## src/rtl/stopwatch_ctrl.sv

```systemverilog
// Stopwatch controller: run/pause/lap state machine, hundredth-second prescaler
// and a BCD MM:SS.hh count that drives the display mux.
module stopwatch_ctrl #(
   parameter int TICK_DIV = 1000000,
   parameter int CNT_W    = 20
) (
   input  logic        clk,
   input  logic        rst,
   input  logic        start_p,
   input  logic        lap_p,
   input  logic        clear_p,
   output logic [23:0] disp_bcd,
   output logic        running,
   output logic        lap_active,
   output logic        wrap_p
);

   typedef enum logic [1:0] {IDLE, RUN, STOP, LAP} state_t;

   localparam logic [CNT_W-1:0] PRESC_MAX = CNT_W'(TICK_DIV - 1);
   localparam logic [23:0]      COUNT_MAX = 24'h595999;
   // Per-digit rollover limits, index 0 = hundredths ones up to 5 = minutes tens
   localparam logic [3:0] DIGIT_MAX [6] = '{4'd9, 4'd9, 4'd9, 4'd5, 4'd9, 4'd5};

   state_t           state;
   logic [CNT_W-1:0] presc;
   logic [23:0]      live_cnt;
   logic [23:0]      live_inc;
   logic [23:0]      lap_reg;
   logic             wrap_pend;
   logic             counting;
   logic             tick;
   logic             at_max;

   assign counting = (state == RUN) || (state == LAP);
   assign tick     = counting && (presc == PRESC_MAX);
   assign at_max   = (live_cnt == COUNT_MAX);

   // Ripple the +1 through the digits; a digit at its limit goes to 0 and carries
   always_comb begin
      logic carry;
      live_inc = live_cnt;
      carry    = 1'b1;
      for (int i = 0; i < 6; i++) begin
         if (carry) begin
            if (live_cnt[i*4 +: 4] >= DIGIT_MAX[i]) begin
               live_inc[i*4 +: 4] = 4'd0;
            end else begin
               live_inc[i*4 +: 4] = live_cnt[i*4 +: 4] + 4'd1;
               carry              = 1'b0;
            end
         end
      end
   end

   always_ff @(posedge clk or posedge rst) begin
      if (rst) begin
         state      <= IDLE;
         presc      <= '0;
         live_cnt   <= '0;
         lap_reg    <= '0;
         wrap_pend  <= 1'b0;
         disp_bcd   <= '0;
         running    <= 1'b0;
         lap_active <= 1'b0;
         wrap_p     <= 1'b0;
      end else begin
         disp_bcd  <= (state == LAP) ? lap_reg : live_cnt;
         wrap_pend <= tick && at_max;
         wrap_p    <= wrap_pend;

         if (counting) begin
            presc <= tick ? '0 : presc + CNT_W'(1);
         end
         if (tick) begin
            live_cnt <= live_inc;
         end

         // Each state only looks at its legal pulses, highest priority first
         case (state)
            IDLE: begin
               if (start_p) begin
                  state   <= RUN;
                  running <= 1'b1;
               end
            end
            RUN: begin
               if (start_p) begin
                  state   <= STOP;
                  running <= 1'b0;
               end else if (lap_p) begin
                  state      <= LAP;
                  lap_active <= 1'b1;
                  lap_reg    <= live_cnt;
               end
            end
            LAP: begin
               if (start_p) begin
                  state      <= STOP;
                  running    <= 1'b0;
                  lap_active <= 1'b0;
               end else if (lap_p) begin
                  state      <= RUN;
                  lap_active <= 1'b0;
               end
            end
            STOP: begin
               if (clear_p) begin
                  state    <= IDLE;
                  presc    <= '0;
                  live_cnt <= '0;
                  lap_reg  <= '0;
               end else if (start_p) begin
                  state   <= RUN;
                  running <= 1'b1;
               end
            end
            default: begin
               state      <= IDLE;
               running    <= 1'b0;
               lap_active <= 1'b0;
            end
         endcase
      end
   end

endmodule

```

## config.mk

```make
export PLATFORM = sky130hd
export DESIGN_NAME = stopwatch_ctrl
export DESIGN_NICKNAME = d
export VERILOG_FILES = /design/src/rtl/stopwatch_ctrl.sv
export SDC_FILE = /design/constraint.sdc
export NUM_CORES = 1
export LEC_CHECK = 0
export CORE_MARGIN = 4
export CORE_UTILIZATION = 31
export DETAILED_ROUTE_END_ITERATION = 10
export PLACE_DENSITY = 0.52
export SLEW_MARGIN = 20
export SYNTH_ARGS = -nofsm -noshare
export SYNTH_HDL_FRONTEND = slang
export SYNTH_SLANG_ARGS = --single-unit
```

## constraint.sdc

```tcl
create_clock -name clk -period 3.1 [get_ports clk]
set_input_delay 0.775 -clock clk [delete_from_list [all_inputs] [get_ports clk]]
set_output_delay 0.775 -clock clk [all_outputs]
set_load 0.05 [all_outputs]
```

# --- Yosys cells after proc, flatten, opt, wreduce, memory -nomap -nowiden ---
# Index checks and enable logic that the tools add are counted.
totals:
  out_inout_bits: 27
  regBits: 98
  wordCells: 93
  in_bits: 5
op_classes:
  reduce_logical: 11
  n_eq_ne: 12
  magnitude_cmp: 6
  add_sub_neg: 7
  n_mux: 48
ops:
  columns: ["op", "n"]
  rows:
  - ["2-to-1 mux 24 bit", 7]
  - ["2-to-1 mux 20 bit", 4]
  - ["one-hot mux 24 bit (2 select lines)", 1]
  - ["2-to-1 mux 4 bit", 11]
  - ["adder 4 x 1 -> 4 bit, second input constant", 6]
  - ["equality test 24 x 23 -> 1 bit, second input constant", 1]
  - ["adder 20 x 1 -> 20 bit, second input constant", 1]
  - ["equality test 20 bit, second input constant", 1]
  - [">= comparator 4 bit, second input constant", 4]
  - ["2-to-1 mux 1 bit", 16]
  - ["2-to-1 mux 2 bit", 6]
  - [">= comparator 4 x 3 -> 1 bit, second input constant", 2]
  - ["inequality test 2 bit, second input constant", 4]
  - ["one-hot mux 2 bit (4 select lines)", 1]
  - ["AND reduction 4 bit", 2]
  - ["inequality test 3 bit, second input constant", 2]
  - ["equality test 2 bit, second input constant", 2]
  - ["AND reduction 2 bit", 2]
  - ["nonzero test 2 bit", 2]
  - ["one-hot mux 1 bit (3 select lines)", 1]
  - ["equality test 2 x 1 -> 1 bit, second input constant", 1]
  - ["logical AND 1 bit", 2]
  - ["logical NOT 2 bit", 1]
  - ["inequality test 2 x 1 -> 1 bit, second input constant", 1]
  - ["other kinds (3)", 3]

# --- Depth between registers and ports, before layout ---
logic_depth:
  ltp_word: 10
  ltp_mapped: 8
  ltp_nobuf: 7

# --- Worst setup path after synthesis ---
# No wires, ideal clock.
synth_timing:
  path_kind: "register to register"
  startpoint: "register live_cnt[0]"
  endpoint: "register live_cnt[22]"
  period_less_slack_ns: 1.992
  stages_incl_launch_ff: 9
  required_ns: 2.966
  arrival_time_ns: 1.857
  n_path_buf: 1
  setup_ns: 0.134
  path_slack_ns: 1.108
  cell_sequence: "dfrtp_1 inv_1 ha_1 or3b_2 nand4_1 or4_4 buf_6 o31ai_4 a21oi_2"
synth_via:
  elab_chain_len: 10
synth_rtl:
  columns: ["element", "line", "text"]
  rows:
  - ["from (decl)", "27", "logic [23:0] live_cnt;"]
  - ["from (signal assigned)", "76", "live_cnt <= live_inc;"]
  - [">= comparator 4 bit *", "46", "if (live_cnt[i*4 +: 4] >= DIGIT_MAX[i]) begin"]
  - ["2-to-1 mux 1 bit *", "46", null]
  - ["2-to-1 mux 1 bit * (4 in series)", "45", "if (carry) begin"]
  - ["2-to-1 mux 4 bit *", "45", null]
  - ["2-to-1 mux 24 bit *", "75", "if (tick) begin"]
  - ["2-to-1 mux 24 bit", "108", "if (clear_p) begin"]
  - ["2-to-1 mux 24 bit *", "80", "case (state)"]
# Every way passes the cells marked *; elsewhere a longest branch is shown, timed or not.
# A chain may end at the register's enable or synchronous reset.

# --- Worst setup path in the final report ---
layout_timing:
  startpoint: "register lap_active"
  endpoint: "output lap_active"
layout_rtl:
  columns: ["element", "line", "text"]
  rows:
  - ["from (decl)", "14", "output logic lap_active,"]
  - ["from (signal assigned)", "65", "lap_active <= 1'b0;"]
  - ["from (signal assigned)", "93", "lap_active <= 1'b1;"]
  - ["from (signal assigned)", "101", "lap_active <= 1'b0;"]
# No word-level cell between the ends.

==> report_table.html <==
<table>
<tr><th>Metric</th><th>Value</th></tr>
<tr><th colspan="2">Timing</th></tr>
<tr><td>Fin Setup TNS</td><td>0 ns</td></tr>
<tr><td>Clock skew after layout</td><td>about 0.0063 ns</td></tr>
<tr><td>RSZ-0062 raised after global routing</td><td>no</td></tr>
<tr><td>Fraction of the cycle the final worst path needs</td><td>0.744</td></tr>
<tr><td>Slew @ Worst Pin</td><td>roughly 0.62 ns</td></tr>
<tr><td>Max-slew violation total from the final report</td><td>0</td></tr>
<tr><td>Max Freq</td><td>434 MHz</td></tr>
<tr><td>Final critical path time including I/O delays and setup</td><td>~2.3 ns</td></tr>
<tr><td>Headroom to the max-slew limit</td><td>0.582</td></tr>
<tr><td>Final hold violations</td><td>0</td></tr>
<tr><td>Total setup violations reported at the end of the flow</td><td>0</td></tr>
<tr><th colspan="2">Global routing</th></tr>
<tr><td>Global-route wire length before repair</td><td>16.6 mm</td></tr>
<tr><td>Via count of the first global-routing pass</td><td>3265</td></tr>
<tr><td>Pin count of the biggest net entering global routing</td><td>a little under 100</td></tr>
<tr><td>GRT Overall Usage</td><td>0.124</td></tr>
<tr><td>Initial antenna violation count</td><td>0</td></tr>
<tr><td>Remaining global-route overflow</td><td>0</td></tr>
<tr><th colspan="2">Run status</th></tr>
<tr><td>Run status</td><td>completed</td></tr>
<tr><th colspan="2">Layout</th></tr>
<tr><td>Ratio of cells with drive above 1 in the final layout</td><td>0.145</td></tr>
<tr><td>Finished Layout Cells</td><td>624</td></tr>
<tr><td>Final nets</td><td>459</td></tr>
<tr><td>Number of inserted diodes</td><td>0</td></tr>
<tr><td>Layout-stage area growth over the synthesis result</td><td>17.0%</td></tr>
<tr><th colspan="2">Die</th></tr>
<tr><td>Placement row count</td><td>44</td></tr>
<tr><td>Core area</td><td>14600 sq um</td></tr>
<tr><td>Number of top-level pins</td><td>32</td></tr>
<tr><td>Initial core utilization</td><td>0.318</td></tr>
<tr><td>Die extent in x</td><td>around 130 um</td></tr>
<tr><td>Die extent in y</td><td>130 um</td></tr>
<tr><td>DIE AREA</td><td>~17000 sq um</td></tr>
<tr><th colspan="2">Place</th></tr>
<tr><td>Global placement routability congestion</td><td>roughly 0.80</td></tr>
<tr><td>Number of buffers inserted by port buffering</td><td>31</td></tr>
<tr><td>Half-perimeter wire length after placement</td><td>~6.3 mm</td></tr>
<tr><td>Cell Count Post-Placement</td><td>608</td></tr>
<tr><th colspan="2">Synthesis</th></tr>
<tr><td>Fraction of synthesized cell area taken by the top area cell type</td><td>0.529</td></tr>
<tr><td>Area leader, netlist</td><td>sky130_fd_sc_hd__dfrtp_1</td></tr>
<tr><td>FF+latch count, synth</td><td>98</td></tr>
<tr><td>Flip-flop cell with the highest count after synthesis</td><td>sky130_fd_sc_hd__dfrtp_1</td></tr>
<tr><td>Top-count cell post-synth</td><td>sky130_fd_sc_hd__dfrtp_1</td></tr>
<tr><td>Count of synthesis-stage warnings from yosys</td><td>0</td></tr>
<tr><td>Register area share after synthesis</td><td>0.529</td></tr>
<tr><td>Leading cell types by count after synthesis</td><td>sky130_fd_sc_hd__dfrtp_1 (98), sky130_fd_sc_hd__nor2_1 (37), sky130_fd_sc_hd__nand2_1 (26)</td></tr>
<tr><td>Synthesized netlist net count</td><td>428</td></tr>
<tr><td>Cells after synthesis</td><td>404</td></tr>
<tr><td>Average cell area after synthesis</td><td>11.5 sq um</td></tr>
<tr><td>Main area contributors after synthesis</td><td>sky130_fd_sc_hd__dfrtp_1 (53%), sky130_fd_sc_hd__mux2_2 (5.8%), sky130_fd_sc_hd__ha_1 (5.1%), sky130_fd_sc_hd__a22o_1 (4.5%), sky130_fd_sc_hd__nor2_1 (3.0%)</td></tr>
<tr><td>Number of different library cells in the post-synthesis netlist</td><td>53</td></tr>
<tr><td>Number of flops mapped to enable cells by yosys</td><td>0</td></tr>
<tr><td>Async set-or-reset flop fraction in the synthesized netlist</td><td>1.00</td></tr>
<tr><td>Post-synthesis instance area</td><td>4640 sq um</td></tr>
<tr><th colspan="2">Routing</th></tr>
<tr><td>Via density</td><td>4.97</td></tr>
<tr><td>DRT Wirelength</td><td>9.56 mm</td></tr>
<tr><td>DR vias</td><td>3102</td></tr>
<tr><td>Initial DRC count</td><td>164</td></tr>
<tr><td>Detailed Routing Iterations Pass 1</td><td>4</td></tr>
<tr><td>Average detailed-routed wire length per instance</td><td>15.3 um</td></tr>
<tr><td>Post-detailed-route DRC marker count</td><td>0</td></tr>
<tr><td>Routed Antenna Nets</td><td>0</td></tr>
<tr><th colspan="2">Setup path</th></tr>
<tr><td>Worst Path Class, Setup</td><td>flip-flop to output port</td></tr>
<tr><td>Endpoint type of the worst setup path</td><td>output port</td></tr>
<tr><td>Peak fanout along the critical path</td><td>3</td></tr>
<tr><td>Data required time of the worst path</td><td>2.32 ns</td></tr>
<tr><td>Flop2flop setup slack</td><td>0.81 ns</td></tr>
<tr><td>Cell class contributing the biggest share of worst-path delay</td><td>buffers and inverters</td></tr>
<tr><td>Slowest stage cell, crit path</td><td>sky130_fd_sc_hd__clkdlybuf4s50_1</td></tr>
<tr><td>Slowest stage delay, CP</td><td>just over 0.8 ns</td></tr>
<tr><td>CP bufs+invs</td><td>1</td></tr>
<tr><td>Cell breakdown of the critical path</td><td>clkdlybuf4s50_1</td></tr>
<tr><td>Worst EP arrival</td><td>1.53 ns</td></tr>
<tr><td>Element type at the critical path start</td><td>flip-flop</td></tr>
<tr><th colspan="2">Clock network</th></tr>
<tr><td>Clock network latency to the later pin of the worst-skew pair</td><td>approximately 0.35 ns</td></tr>
<tr><td>Clock tree from TritonCTS</td><td>yes</td></tr>
<tr><td>CTS Root Cell</td><td>sky130_fd_sc_hd__clkbuf_16</td></tr>
<tr><td>Hold_buf cts</td><td>0</td></tr>
<tr><td>Buffer depth of the longest clock path</td><td>2</td></tr>
<tr><td>Clock-pin slew reported for the worst setup and hold paths after clock tree synthesis</td><td>roughly 0.060 ns</td></tr>
<tr><td>Clock sink total</td><td>98</td></tr>
<tr><td>Total of cells resized after clock tree synthesis</td><td>0</td></tr>
<tr><td>Post-CTS setup buffer count</td><td>0</td></tr>
<tr><td>H-tree depth reported by CTS</td><td>3</td></tr>
<tr><td>TritonCTS Buffers</td><td>9</td></tr>
<tr><th colspan="2">Pwr</th></tr>
<tr><td>Peak VDD IR</td><td>between 0.3 and 0.4 mV</td></tr>
<tr><td>Clock power frac</td><td>0.379</td></tr>
<tr><td>Power per unit of standard cell area</td><td>between 500 and 600 nW/um^2</td></tr>
<tr><td>Power Internal</td><td>2.07 mW</td></tr>
<tr><td>Static leakage</td><td>between 2 and 2.5 nW</td></tr>
<tr><td>Sequential share of power</td><td>0.503</td></tr>
<tr><td>Switching Share</td><td>0.265</td></tr>
<tr><td>Combinational power share</td><td>0.117</td></tr>
<tr><td>Power dissipated by switching net loads</td><td>between 700 and 800 uW</td></tr>
<tr><th colspan="2">Worst hold path</th></tr>
<tr><td>HP Class</td><td>flip-flop to flip-flop</td></tr>
<tr><th colspan="2">Job</th></tr>
<tr><td>Max-cap violations</td><td>0</td></tr>
</table>
## through the flow
stage	hold slack (ns)	cell area (sq um)	total power, mW	utilization	setup WS (ns)
detailed placement	0.335	5150	1.78	0.353	0.489
floorplan	0.331	4640	1.66	-	1.11
CTS	0.349	5430	2.87	0.372	0.760
finish	0.347	5430	2.81	0.372	0.793
global placement	0.335	5150	1.77	0.353	0.540
global route	0.354	5430	2.96	0.372	0.543
## power groups by stage
stage | registers [mW] | logic [mW] | clock network, mW
finish | 1.41 | 0.330 | 1.07
global route | 1.42 | 0.371 | 1.17
CTS | 1.41 | 0.342 | 1.11
detailed placement | 1.44 | 0.339 | 0
global placement | 1.44 | 0.333 | 0
floorplan | 1.47 | 0.190 | 0
## cell families after synthesis
group	count (synthesis)	synth area share
and+or+nand+nor	144	0.178
DFF	98	0.529
AOI/OAI and AO/OA	56	0.0917
buffers and inverters	33	0.0334
muxes	31	0.0734
xor gates and xnor gates	23	0.0434
adders and majority gates	19	0.0512
## final timing paths
| path | startpoint | endpoint | cells after the start |
|---|---|---|---|
| min | wrap_pend | wrap_p | 0 |
| max | lap_active | lap_active | 1 |
| min reg2reg | wrap_pend | wrap_p | 0 |
| min in group asynchronous | rst | disp_bcd[1] | 3 |
| max in group asynchronous | rst | lap_reg[19] | 3 |
| max reg2reg | state[0] | presc[15] | 5 |
## cell type report
cell class              instances  area (sq um)
inverters                      16          63.8
repair buffers                 37           368
fillers                      1452          9160
multi-input cells             273          2030
clock inverters                 2          10.0
well taps                     184           230
flip-flops and latches         98          2450
clock buffers                  14           274
## metal layers
layer,track usage,wire [um]
met1,0.167,4510
met2,0.197,4590
met3,0.0327,303
met4,0.0393,159
met5,0,0
## layout by cell type, fill, tap and decap left out, drive strengths merged, types with 8 or more instances in the layout
cell	n
mux2	24
xor2	14
clkbuf	14
dfrtp	98
xnor2	9
nand3	13
nand4	16
nand2	26
clkdlybuf4s50	31
inv	15
nor2	38
o21ai	11
nor3	8
ha	19
a22o	24
a21oi	11
Power figures use the tool's default switching activity.
